--- config.mk ---
export PLATFORM = sky130hd
export DESIGN_NAME = trace_capture_buffer
export DESIGN_NICKNAME = d
export VERILOG_FILES = /design/src/rtl/trace_capture_buffer.sv
export SDC_FILE = /design/constraint.sdc
export NUM_CORES = 2
export LEC_CHECK = 0
export ABC_AREA = 1
export BUFFER_PORTS_ARGS = -buffer_cell sky130_fd_sc_hd__buf_2
export CAP_MARGIN = 20
export CORE_ASPECT_RATIO = 0.6
export CORE_MARGIN = 5
export CORE_UTILIZATION = 30
export CTS_BUF_LIST = sky130_fd_sc_hd__clkbuf_16
export DETAILED_ROUTE_END_ITERATION = 16
export GPL_TIMING_DRIVEN = 0
export HOLD_SLACK_MARGIN = 0.15
export PLACE_DENSITY = 0.46
export SLEW_MARGIN = 5
export SYNTH_ARGS = -nofsm -noshare
export SYNTH_HDL_FRONTEND = slang
export SYNTH_SLANG_ARGS = --single-unit
--- constraint.sdc ---
create_clock -name clock -period 8.15 [get_ports clock]
set_input_delay 0.815 -clock clock [delete_from_list [all_inputs] [get_ports clock]]
set_output_delay 0.815 -clock clock [all_outputs]
set_load 0.05 [all_outputs]
--- src/rtl/trace_capture_buffer.sv ---
// Trace capture buffer: samples DataPath nets into a FIFO while armed and streams
// each record out as four 32-bit beats. Optional build macro: TRACE_WRITE_FILTER_EN.
module trace_capture_buffer #(
  parameter int unsigned DEPTH      = 16,
  parameter int unsigned STOP_COUNT = 20
) (
  input  logic        clock,
  input  logic        resetN,
  input  logic        arm,
  input  logic [31:0] pcQ,
  input  logic [31:0] instruction,
  input  logic        regWriteEnable,
  input  logic [31:0] aluResult,
  output logic [31:0] traceData,
  output logic        traceValid,
  input  logic        traceReady,
  output logic        traceLast,
  output logic        capturing,
  output logic        done,
  output logic        overflow,
  output logic [15:0] cycleCount
);

  localparam int unsigned AW = $clog2(DEPTH);
  localparam logic [15:0] LastCount = 16'(STOP_COUNT - 1);

  typedef enum logic [1:0] {StIdle, StCapture, StDrain, StDone} stateT;

  stateT       stateQ, stateD;
  logic [AW:0] wrPtrQ, wrPtrD, rdPtrQ, rdPtrD;
  logic [1:0]  beatQ, beatD;
  logic [15:0] cycleCountQ, cycleCountD;
  logic        overflowQ, overflowD;
  logic        armPrevQ;

  logic [31:0] memPc    [DEPTH];
  logic [31:0] memInstr [DEPTH];
  logic [31:0] memAlu   [DEPTH];
  logic        memRwe   [DEPTH];
  logic [15:0] memStamp [DEPTH];

  logic          armRise, fifoEmpty, fifoFull, handshake, popRec, recordEn, wrEn;
  logic [AW-1:0] headIdx;

  assign armRise   = arm & ~armPrevQ;
  assign fifoEmpty = (wrPtrQ == rdPtrQ);
  assign fifoFull  = (wrPtrQ[AW] != rdPtrQ[AW]) && (wrPtrQ[AW-1:0] == rdPtrQ[AW-1:0]);
  assign handshake = traceValid & traceReady;
  assign popRec    = handshake && (beatQ == 2'd3);
  assign headIdx   = rdPtrQ[AW-1:0];

`ifdef TRACE_WRITE_FILTER_EN
  assign recordEn = regWriteEnable;
`else
  assign recordEn = 1'b1;
`endif

  always_comb begin
    stateD      = stateQ;
    wrPtrD      = wrPtrQ;
    rdPtrD      = rdPtrQ;
    beatD       = beatQ;
    cycleCountD = cycleCountQ;
    overflowD   = overflowQ;
    wrEn        = 1'b0;

    if (handshake) beatD = beatQ + 2'd1;
    if (popRec) rdPtrD = rdPtrQ + {{AW{1'b0}}, 1'b1};

    unique case (stateQ)
      StIdle, StDone: begin
        if (armRise) begin
          stateD      = StCapture;
          cycleCountD = '0;
          overflowD   = 1'b0;
          wrPtrD      = '0;
          rdPtrD      = '0;
          beatD       = '0;
        end
      end
      StCapture: begin
        if (!arm) begin
          stateD = StDrain;
        end else begin
          // Full is judged on registered pointers: a same-cycle pop frees nothing.
          if (recordEn) begin
            if (fifoFull) overflowD = 1'b1;
            else          wrEn      = 1'b1;
          end
          cycleCountD = cycleCountQ + 16'd1;
          if (cycleCountQ == LastCount) stateD = StDrain;
        end
      end
      StDrain: begin
        if (fifoEmpty && (beatQ == 2'd0)) stateD = StDone;
      end
      default: stateD = StIdle;
    endcase

    if (wrEn) wrPtrD = wrPtrQ + {{AW{1'b0}}, 1'b1};
  end

  always_ff @(posedge clock or negedge resetN) begin
    if (!resetN) begin
      stateQ      <= StIdle;
      wrPtrQ      <= '0;
      rdPtrQ      <= '0;
      beatQ       <= '0;
      cycleCountQ <= '0;
      overflowQ   <= 1'b0;
      armPrevQ    <= 1'b0;
    end else begin
      stateQ      <= stateD;
      wrPtrQ      <= wrPtrD;
      rdPtrQ      <= rdPtrD;
      beatQ       <= beatD;
      cycleCountQ <= cycleCountD;
      overflowQ   <= overflowD;
      armPrevQ    <= arm;
    end
  end

  always_ff @(posedge clock) begin
    if (wrEn) begin
      memPc[wrPtrQ[AW-1:0]]    <= pcQ;
      memInstr[wrPtrQ[AW-1:0]] <= instruction;
      memAlu[wrPtrQ[AW-1:0]]   <= aluResult;
      memRwe[wrPtrQ[AW-1:0]]   <= regWriteEnable;
      memStamp[wrPtrQ[AW-1:0]] <= cycleCountQ;
    end
  end

  always_comb begin
    traceValid = !fifoEmpty;
    traceData  = '0;
    traceLast  = 1'b0;
    if (!fifoEmpty) begin
      unique case (beatQ)
        2'd0: traceData = memPc[headIdx];
        2'd1: traceData = memInstr[headIdx];
        2'd2: traceData = memAlu[headIdx];
        2'd3: begin
          traceData = {memStamp[headIdx], 15'b0, memRwe[headIdx]};
          traceLast = 1'b1;
        end
        default: traceData = '0;
      endcase
    end
  end

  assign capturing  = (stateQ == StCapture);
  assign done       = (stateQ == StDone);
  assign overflow   = overflowQ;
  assign cycleCount = cycleCountQ;

endmodule

==> results.yml <==
global_routing:
  antenna_found_initial: 49
  track_usage_pct: 20.41
  grt_pass1_wl_um: 391900
  grt_pass1_vias: 49900
  grt_overflow: 0
  grt_max_degree: 33
yosys:
  yosys_warnings: 0
  synthCells: 7409
  synth_cell_types: 32
  async_reset_ff_share_pct: 1.739
  syn_area_per_cell_sq_um: 10.56
  synth_edf_count: 1808
  netlist_area_sq_um: 78210
  ys_seq_elements: 1840
  synthFlopType: "edfxtp_1"
  ys_seq_area_share_pct: 70.44
  synth_nets: 7525
clock_tree:
  clockRootBuffer: "clkbuf_16"
  h-tree-depth: 4
  cts_buffer_depth: 4
  clk_pin_slew_worst_paths_ns: 0.07
  cts_sinks: 1840
  cts-hold-fix-buffers: 2
  post-cts-setup-buffers: 0
  post_cts.resized_instances: 0
  cts_tree: "yes"
  insertion_delay_ns: 0.87
  cts_buffers: 187
timing:
  finalHoldViolations: 0
  setup_ws_ns: 2.194
  min_period_over_period_pct: 73.08
  period_needed_ns: 5.956
  maxSlewViolCount: 0
  relSlewSlack_pct: 19.61
  max_freq_mhz: 167.9
  skew_ns: 0.07528
  setup-tns-final_ns: 0
  setup_viol: 0
  rsz0062_at_grt: "false"
  worstMarginPinSlew_ns: 1.206
routing:
  viasPerCell: 4.812
  avgRoutedWirePerCell_um: 24.65
  drcViolationCount: 0
  drtIter0Drc: 7193
  finalWirelength_um: 282800
  first_pass_iters: 6
  ant_nets: 0
  vias: 55210
floorplan:
  rows: 145
  die_height_um: 405.5
  io_pins: 154
  start_util_pct: 30.10
  fp.dieW_um: 669.2
  core-area_sq_um: 259800
  die_area_sq_um: 271300
worst_setup_path:
  r2r-start: "rdPtrQ[0]"
  setup.worst_path.end: "traceData[23]"
  worstPathRequired_ns: 7.34
  crit_type: "reg -> out"
  cp-startpoint: "rdPtrQ[1]"
  endpoint_kind: "output pin"
  reg2reg_to: "memInstr[2][6]"
  reg2reg_slack_ns: 3.57
  reg2regPathDepth: 12
  cp_data_arrival_time_ns: 5.14
  crit_fanout: 12
  cp-start-kind: "flop"
placement:
  dp_hpwl_um: 203700
  dp_slack_ns: 3.204
  port_buffers: 153
  gp_congestion: 0.8833
layout:
  drive_gt1_share_pct: 9.208
  syn_to_final_growth_pct: 16.76
  fin_nets: 7967
  post-route-util_pct: 35.15
min_path:
  min_from: "pcQ[11]"
  holdCritPathClass: "in -> reg"
pwr:
  power_leakage_nw: 36.96
  finalPower_w: 0.03077
  power_density_nw_per_um2: 336.9
  peakVddDrop_mv: 0.2180
run:
  cap_violations: 0
status:
  status: "complete, no violations"
[flip-flops by register name, indices dropped and copies added (netlist names)]
| name | cells |
|---|---|
| beatQ | 2 |
| armPrevQ | 1 |
| overflow | 1 |
| cycleCount | 16 |
| memInstr | 512 |
| memPc | 512 |
| wrPtrQ | 5 |
| memAlu | 512 |
| memStamp | 256 |
| memRwe | 16 |
| stateQ | 2 |
| rdPtrQ | 5 |
[synth_stat cells (all sizes together), types with 3 or more instances]
| library cell | n | area [sq um] |
|---|---|---|
| nand2 | 2751 | 10330 |
| edfxtp | 1808 | 54290 |
| nand3 | 1053 | 5270 |
| inv | 930 | 3493 |
| buf | 261 | 1419 |
| nor2 | 248 | 935.9 |
| o21ai | 126 | 630.6 |
| clkbuf | 120 | 450.4 |
| a21oi | 32 | 160.2 |
| dfrtp | 32 | 800.8 |
| ha | 15 | 187.7 |
| nand4 | 8 | 50.05 |
| xor2 | 8 | 70.07 |
| xnor2 | 3 | 26.28 |
[per-stage QoR]
| step | instance area [sq um] | hold WS (ns) | std cells |
|---|---|---|---|
| final | 91320 | 0.3288 | 11470 |
| after floorplan | 78210 | 0.5027 | 7409 |
| after detailed placement | 85480 | 0.5416 | 11110 |
| after CTS | 91230 | 0.2667 | 11450 |
| after global routing | 91270 | 0.2951 | 11450 |
| after global placement | 83300 | 0.5367 | 11020 |
[how the worst min path moves through the flow]
stage                endpoint  slack, ns  cells past startpoint
3_3_place_gp        stateQ[1]       0.54                      2
4_1_cts        memAlu[11][19]       0.27                      1
2_1_floorplan       stateQ[1]       0.50                      2
3_5_place_dp         overflow       0.54                      2
5_1_grt        memAlu[11][19]       0.30                      1
6_report        memPc[11][11]       0.33                      1
[cell usage in the layout (no fill, tap or decap), drive strengths merged]
| master | count |
|---|---|
| a21oi | 32 |
| a22o | 1 |
| a31oi | 1 |
| buf | 512 |
| bufinv | 13 |
| clkbuf | 311 |
| clkinv | 84 |
| clkinvlp | 1 |
| dfrtp | 32 |
| diode | 25 |
| dlygate4sd3 | 2 |
| edfxtp | 1808 |
| ha | 15 |
| inv | 973 |
| nand2 | 2751 |
| nand3 | 1053 |
| nand3b | 2 |
| nand4 | 8 |
| nor2 | 248 |
| nor3 | 2 |
| nor4 | 1 |
| o211a | 1 |
| o21a | 2 |
| o21ai | 126 |
| o22ai | 2 |
| o31ai | 1 |
| xnor2 | 3 |
| xor2 | 8 |
[area by class of cell]
cell class	instances	area, sq um
repair buffers	253	2877
fillers	25820	168500
clock inverters	140	945.9
multi-input cells	4257	17870
plain buffers	381	1873
diodes	25	62.56
inverters	931	3497
clock buffers	191	4780
well taps	3454	4322
flip-flops and latches	1840	55090
[worst max-delay path, stage by stage, from the launching register on]
cell     delay (ns)
dfrtp_1        0.38
buf_2          0.22
inv_2          0.41
buf_2          0.75
buf_2          0.53
nand3_1        0.14
nand2_1        0.11
nand2_1        0.06
nand2_1        0.09
inv_1          0.04
nand2_1        0.29
nand2_1        0.10
nand2_1        0.29
nor2_1         0.07
nor2_1         0.35
buf_2          0.35
[layer usage]
metal  track usage, %  up-vias  share of wire (%)
li1                 -    25200                  -
met1            33.85    27010                 50
met2            25.73     2634                 37
met3            5.250      356                 11
met4            4.315        8                2.2
met5                0        -              0.015
[logic make-up after synthesis]
group | Yosys count | synth area share (%)
AOI/OAI and AO/OA | 166 | 1.088
xor gates and xnor gates | 11 | 0.1232
adders and majority gates | 15 | 0.2400
buffers and inverters | 1312 | 6.862
DFF | 1840 | 70.44
and+or+nand+nor | 4065 | 21.25
[where the power goes]
group / total (W) / internal [W] / switching (W)
combinational: 0.0114 / 0.00250 / 0.00893
clock: 0.00837 / 0.00464 / 0.00373
sequential: 0.0110 / 0.0108 / 0.000181
Note: power is estimated with default switching activity, not from simulation.
